===== src/rtl/sum_acc_pkg.sv =====
// rtl/sum_acc_pkg.sv - shared types, defaults and counter-width helper for the sum block accumulator
package sum_acc_pkg;

  typedef enum logic {
    ACCUM = 1'b0,
    HOLD  = 1'b1
  } state_t;

  localparam int DEF_DATA_W = 8;
  localparam int DEF_ACC_W  = 16;

  // Beat counter must represent 0..block_len inclusive.
  function automatic int cnt_width(input int block_len);
    return $clog2(block_len + 1);
  endfunction

endpackage


===== src/rtl/sum_acc_add.sv =====
// rtl/sum_acc_add.sv - accumulator adder with carry detect; SUM_ACC_SATURATE_EN selects clamping
module sum_acc_add
  import sum_acc_pkg::*;
#(
  parameter int ACC_W = DEF_ACC_W
) (
  input  logic [ACC_W-1:0] acc,
  input  logic [ACC_W-1:0] operand,
  output logic [ACC_W-1:0] sum,
  output logic             carry
);

  logic [ACC_W:0] wide;

  // Form the sum one bit wider so the top bit is the carry out of ACC_W.
  always_comb begin
    wide  = {1'b0, acc} + {1'b0, operand};
    carry = wide[ACC_W];
`ifdef SUM_ACC_SATURATE_EN
    // Once clamped at all-ones, any nonzero operand carries again, so the clamp sticks.
    sum   = carry ? {ACC_W{1'b1}} : wide[ACC_W-1:0];
`else
    sum   = wide[ACC_W-1:0];
`endif
  end

endmodule


===== src/rtl/sum_block_accumulator.sv =====
// rtl/sum_block_accumulator.sv - sums BLOCK_LEN adder beats (or fewer on flush); optional SUM_ACC_SATURATE_EN
module sum_block_accumulator
  import sum_acc_pkg::*;
#(
  parameter int  DATA_W    = DEF_DATA_W,
  parameter int  ACC_W     = DEF_ACC_W,
  parameter int  BLOCK_LEN = 4,
  localparam int CNT_W     = cnt_width(BLOCK_LEN)
) (
  input  logic              clock,
  input  logic              reset,
  input  logic              io_in_valid,
  output logic              io_in_ready,
  input  logic [DATA_W-1:0] io_in_bits,
  input  logic              io_flush,
  output logic              io_out_valid,
  input  logic              io_out_ready,
  output logic [ACC_W-1:0]  io_out_bits,
  output logic [CNT_W-1:0]  io_out_count,
  output logic              io_out_ovf
);

  state_t            state;
  state_t            state_next;
  logic [ACC_W-1:0]  acc;
  logic [CNT_W-1:0]  count;
  logic              ovf;
  logic [CNT_W-1:0]  count_inc;
  logic [ACC_W-1:0]  sum;
  logic              carry;
  logic              accept;
  logic              clear;

  assign count_inc = count + CNT_W'(1);

  sum_acc_add #(
    .ACC_W (ACC_W)
  ) u_add (
    .acc     (acc),
    .operand (ACC_W'(io_in_bits)),
    .sum     (sum),
    .carry   (carry)
  );

  // State register; reset discards any partial block.
  always_ff @(posedge clock) begin
    if (!reset) begin
      state <= ACCUM;
    end else begin
      state <= state_next;
    end
  end

  // Next-state and handshake decode; handshake outputs depend only on state.
  always_comb begin
    state_next   = state;
    accept       = 1'b0;
    clear        = 1'b0;
    io_in_ready  = 1'b0;
    io_out_valid = 1'b0;
    case (state)
      ACCUM: begin
        io_in_ready = 1'b1;
        accept      = io_in_valid;
        // A lone flush on an empty block is dropped so no empty block is emitted.
        if ((accept && (count_inc == CNT_W'(BLOCK_LEN))) ||
            (io_flush && (accept || (count != '0)))) begin
          state_next = HOLD;
        end
      end
      HOLD: begin
        io_out_valid = 1'b1;
        if (io_out_ready) begin
          clear      = 1'b1;
          state_next = ACCUM;
        end
      end
      default: state_next = ACCUM;
    endcase
  end

  // Running total, beat count and sticky overflow; frozen while holding a result.
  always_ff @(posedge clock) begin
    if (!reset || clear) begin
      acc   <= '0;
      count <= '0;
      ovf   <= 1'b0;
    end else if (accept) begin
      acc   <= sum;
      count <= count_inc;
      ovf   <= ovf | carry;
    end
  end

  assign io_out_bits  = acc;
  assign io_out_count = count;
  assign io_out_ovf   = ovf;

endmodule

===== config.mk =====
export PLATFORM = sky130hd
export DESIGN_NAME = sum_block_accumulator
export DESIGN_NICKNAME = d
export VERILOG_FILES = /design/src/rtl/sum_acc_pkg.sv /design/src/rtl/sum_acc_add.sv /design/src/rtl/sum_block_accumulator.sv
export SDC_FILE = /design/constraint.sdc
export NUM_CORES = 1
export LEC_CHECK = 0
export ABC_AREA = 1
export BUFFER_PORTS_ARGS = -buffer_cell sky130_fd_sc_hd__buf_2
export CAP_MARGIN = 20
export CORE_MARGIN = 10
export CORE_UTILIZATION = 46
export CTS_CLUSTER_DIAMETER = 100
export DETAILED_ROUTE_END_ITERATION = 8
export HOLD_SLACK_MARGIN = 0.12
export PLACE_DENSITY = 0.75
export SYNTH_ARGS = -nofsm -noshare
export SYNTH_HDL_FRONTEND = slang
export SYNTH_SLANG_ARGS = --single-unit

===== constraint.sdc =====
create_clock -name clock -period 1.9 [get_ports clock]
set_input_delay 0.095 -clock clock [delete_from_list [all_inputs] [get_ports clock]]
set_output_delay 0.095 -clock clock [all_outputs]
set_load 0.01 [all_outputs]

Yosys cells after proc, flatten, opt, wreduce, memory -nomap -nowiden
Index checks and enable logic that the tools add are counted.

Add/sub/neg operators: 2. Multiply operators: 0. Divide/modulo/power cells: 0. Magnitude comparators: 0. Eq/ne operators: 1. Shift operators: 0. Muxes and demuxes: 8. Bitwise logic cells: 2. Reduce and logical (&&, ||, !) cells: 7.

Operator list (number): $add A16 B8 Y17 (1); $mux W1 (7); $add A3 B1 Y3 const B (1); $eq A3 B3 Y1 const B (1); $logic_or A1 B1 Y1 (3); $reduce_bool A3 Y1 (1); $logic_and A1 B1 Y1 (2); $pmux W1 S2 (1); $logic_not A1 Y1 (1); $not A1 Y1 (1); $or A1 B1 Y1 (1).

Flip-flop bits (word level): 21. Bits in latches: 0. RAM bits: 0. ROM bits: 0. Input port bits: 13. Output and inout port bits: 22. Logic and storage cells: 24. Memories: 0.

Logic depth before layout (Yosys ltp)
Depth after elaboration: 6. Gate-level depth with buffers: 10.

Modules after synthesis
Synthesis repeated with hierarchy kept, for this count alone.

Cells, all modules: 289. Area, all modules: 1810.5 um^2.

By module, submodules not included: sum_acc_add (times used 1, cells each 185, area an instance 979.7 um^2, seq. area each 0.0 um^2); sum_block_accumulator (times used 1, cells each 104, area an instance 830.8 um^2, seq. area each 420.4 um^2).

Least setup slack after synthesis
OpenSTA, ideal clock, no wires.

Kind: register -> register. From: register acc[0] (netlist: io_out_bits[0]). To: register acc[8] (netlist: io_out_bits[8]). Setup time: 0.115 ns. Arrival time: 1.469 ns. Data required time: 1.785 ns. Setup slack: 0.316 ns. Stages on the path, launching flop included: 9. Period minus slack after synthesis: 1.584 ns. Cell sequence: dfxtp_1 -> ha_1 -> fa_1 -> nand2_1 -> nand3_1 -> nand3_1 -> nand2_2 -> a21oi_1 -> nor2_1.

Cells in the longest elaborated chain, start to end: 1.

RTL lines: start, declared (line sum_block_accumulator.sv:25) `logic [ACC_W-1:0] acc;`; start signal, assigned (line sum_block_accumulator.sv:89) `acc <= sum;`; $add A16 B8 Y17 (line sum_acc_add.sv:17) `wide = {1'b0, acc} + {1'b0, operand};`.

No other way between the ends. A chain may end at the register's enable or synchronous reset.

Worst setup path in the final report
From: register acc[0] (netlist: io_out_bits[0]). To: register acc[12] (netlist: io_out_bits[12]).

Same word-level chain as after synthesis.

==> summary.md <==
| Metric | Value |
|---|---|
| Die width | `75.5 um` |
| Worst Setup Start Kind | `register` |
| Deepest clock path buffer count | `2` |
| Hold path cells | `5` |
| Worst min-delay path category | `in2reg` |
| Cell count after synthesis | `213` |
| Sink Count | `21` |
| Setup bufs post-CTS | `0` |
| Register bit count reported by yosys | `21` |
| Highest-delay cell along the critical path | `fa_1` |
| Final sum of negative setup slack | `0 ns` |
| Row Count | `20` |
| Pwr per Cell Area | `656 nW/um^2` |
| Clock tree from TritonCTS | `done` |
| Shortest clock period the worst path allows after layout | `1.67 ns` |
| Vertical die dimension | `75.5 um` |
| Net count reported at finish | `277` |
| Final instance area | `1670 um^2` |
| Worst supply voltage drop on vdd | `373 uV` |
| Number of distinct standard cells referenced by the synthesized netlist | `26` |
| Measured slew at the worst slew-check pin | `0.481 ns` |
| Max Slew Vio Count | `0` |
| Routed Antenna Nets | `0` |
| Effective utilization at floorplan | `0.473` |
| Leading cell types by total area after synthesis | `dfxtp_1 (30%), nand2_1 (14%), ha_1 (9.7%)` |
| Routed wirelength normalized by instance count | `12.1 um` |
| First drt pass iteration count | `4` |
| Total of endpoints with negative setup slack in the final report | `0` |
| Hold violation total from the final report | `0` |
| Crit-path most repeated cell | `nand3_1` |
| Netlist area before placement | `1420 um^2` |
| Pin count of the biggest net entering global routing | `17` |
| First-pass GRT wire length | `5.72 mm` |
| RSZ-0062 raised after global routing | `false` |
| Share of synthesized flip-flops with an asynchronous set or reset | `0` |
| Reg-to-reg setup timing slack | `0.23 ns` |
| Worst slew margin | `0.679` |
| Worst-case reg-to-reg path depth | `8` |
| Total wirelength of the detailed-routed design | `3.43 mm` |
| Area share of the leading cell type in the synthesized netlist | `0.296` |
| Fillcell total | `320` |
| Worst endpoint data arrival time | `1.90 ns` |
| Share of layout cells above drive strength 1 | `0.203` |
| Max frequency | `600 MHz` |
| Number of nets in the synthesized netlist | `238` |
| Via count of the routed design | `1419` |
| Drt drc | `0` |
| Quantity of I/O buffers inserted on ports | `34` |
| Most used DFF post-synth | `dfxtp_1` |
| Leftover overflow at the end of global routing | `0` |
| Nature of the critical path endpoint | `register` |
| DP Wirelength | `2.75 mm` |
| Placer congestion estimate | `0.846` |
| Average cell area after synthesis | `6.66 um^2` |
| Clk Latency, worst-skew pair | `0.32 ns` |
| Cell Area, Placed | `1620 um^2` |
| Worst EP required | `2.13 ns` |
| Buffering stage count on the worst path with inverters included | `0` |
| Final hold slack | `0.141 ns` |
| Vias per inst | `5.00` |
| Crit. path cell count | `8` |
| Total core area | `3000 um^2` |
| Total global-route track usage | `0.125` |
| Number of resized instances in the post-cts repair step | `0` |
| Cells traversed along the worst timing path | `ha_1 -> fa_1 -> nand2_1 -> nand3_1 -> nand3_1 -> nand2_2 -> a21oi_1 -> nor2_1` |
| Number of diodes added for antenna fixing | `0` |
| Max incr delay on CP | `0.43 ns` |
| CTS H-Tree Depth | `1` |
| Die area | `5710 um^2` |
| Clock-pin transition on the worst setup and hold timing paths | `0.13 ns` |
| Synthesis warning total | `0` |
| Signed area change from the synthesized netlist to the final layout | `17.6%` |
| Post-synth EDFFs | `0` |
| Number of global-route vias before repair | `1314` |
| Leading area contributor after synthesis | `dfxtp_1` |
| Share of the yosys chip area belonging to registers | `0.296` |
| TritonCTS buffer count | `3` |
| LEAKAGE | `0.904 nW` |
| Setup Skew | `0.00279 ns` |
| Utilization after layout | `0.556` |
| Crit path max fanout | `5` |
| Result of the run | `finished, final reports clean` |
| Critical path class | `reg2reg` |
| Reported max-cap violation count | `0` |
| Tcrit/Tclk final | `0.878` |
| Number of antenna violations at the first check in global routing | `0` |
| Number of DRC violations after detailed-routing iteration 0 | `71` |
| I/O Pins | `35` |
| Family with the most delay on the worst path | `adder cells` |
| CTS root buffer | `clkbuf_4` |
## stage by stage
stage               power, mW  cells  setup slack, ns
floorplan               0.764    213            0.316
global placement        0.859    278            0.293
detailed placement      0.862    278            0.258
CTS                      1.10    284            0.237
global route             1.18    284            0.119
finish                   1.09    284            0.233
## logic make-up (layout without fill, tap and decap cells)
group           after synthesis  after routing  share of synthesized area
simple gates                121            121                      0.376
buf+inv                      29             67                     0.0847
compound gates               26             26                      0.108
flops                        21             21                      0.296
fa+ha+maj                    12             12                      0.111
xor+xnor                      4              4                     0.0247
## worst paths after layout
kind                          end      startpoint
setup / recovery  io_out_bits[12]  io_out_bits[0]
hold / removal              state     io_in_valid
setup reg to reg  io_out_bits[12]  io_out_bits[0]
hold reg to reg        io_out_ovf      io_out_ovf
## Yosys cell counts, types with 2 or more instances
library cell and number:
inv_2 3, inv_1 22, nor3b_1 2, buf_2 3, nand3_2 4, nand3_1 25, o21ai_0 7, nand2_1 53
xor2_1 2, nand4_1 2, nor2_1 32, dfxtp_1 21, a21o_1 2, ha_1 11, a21oi_1 12, xnor2_1 2
## registers in the layout, indices dropped and copies added (netlist names)
name	cells
io_out_ovf	1
io_out_bits	16
state	1
io_out_count	3
## what timing repair did
action                                  in CTS  in global routing
hold buffers                                 2                  0
hold endpoints to repair                     1                  0
endpoints found under the setup margin       0                  0
## routing by layer
metal,part of all wire,vias to the layer above,track usage
li1,-,763,-
met1,0.49,631,0.154
met2,0.46,25,0.209
met3,0.047,0,0.0352
met4,0,0,0.0289
met5,0,-,0
## layout make-up
| type | instances | area, um^2 | share of cell area |
|---|---|---|---|
| clock buffers | 3 | 22.5 | 0.0135 |
| multi-input cells | 163 | 878 | 0.526 |
| repair buffers | 38 | 205 | 0.123 |
| flip-flops and latches | 21 | 420 | 0.252 |
| inverters | 25 | 93.8 | 0.0562 |
| clock inverters | 1 | 7.51 | 0.00450 |
| well taps | 33 | 41.3 | 0.0247 |
## worst register-to-register path: cells and delay by family (launching register included)
kind	cells	cell delay, ns
AO/OA/AOI/OAI	1	0.14
flip-flops	1	0.34
adder cells (fa/ha/maj)	2	0.64
AND/OR/NAND/NOR	5	0.47
## power breakdown
part           internal (mW)  switching, mW  total (mW)  leakage (nW)
Combinational          0.141          0.217       0.358         0.719
Clock                 0.0804          0.156       0.237        0.0139
Sequential             0.471         0.0283       0.500         0.172
Total                  0.693          0.401        1.09         0.904
## cells in the final DEF (no fill, tap or decap), drive strengths merged
| master | instances |
|---|---|
| xor2 | 2 |
| clkbuf | 3 |
| ha | 11 |
| o21ai | 7 |
| fa | 1 |
| a21o | 2 |
| a21oi | 13 |
| nand3 | 29 |
| buf | 36 |
| a21boi | 1 |
| o211ai | 1 |
| dlygate4sd3 | 2 |
| nor2 | 32 |
| dfxtp | 21 |
| nor3b | 2 |
| clkinvlp | 1 |
| xnor2 | 2 |
| nor3 | 2 |
| nand4 | 2 |
| inv | 25 |
| o21bai | 1 |
| o31ai | 1 |
| nand2 | 54 |
Power figures use the tool's default switching activity.
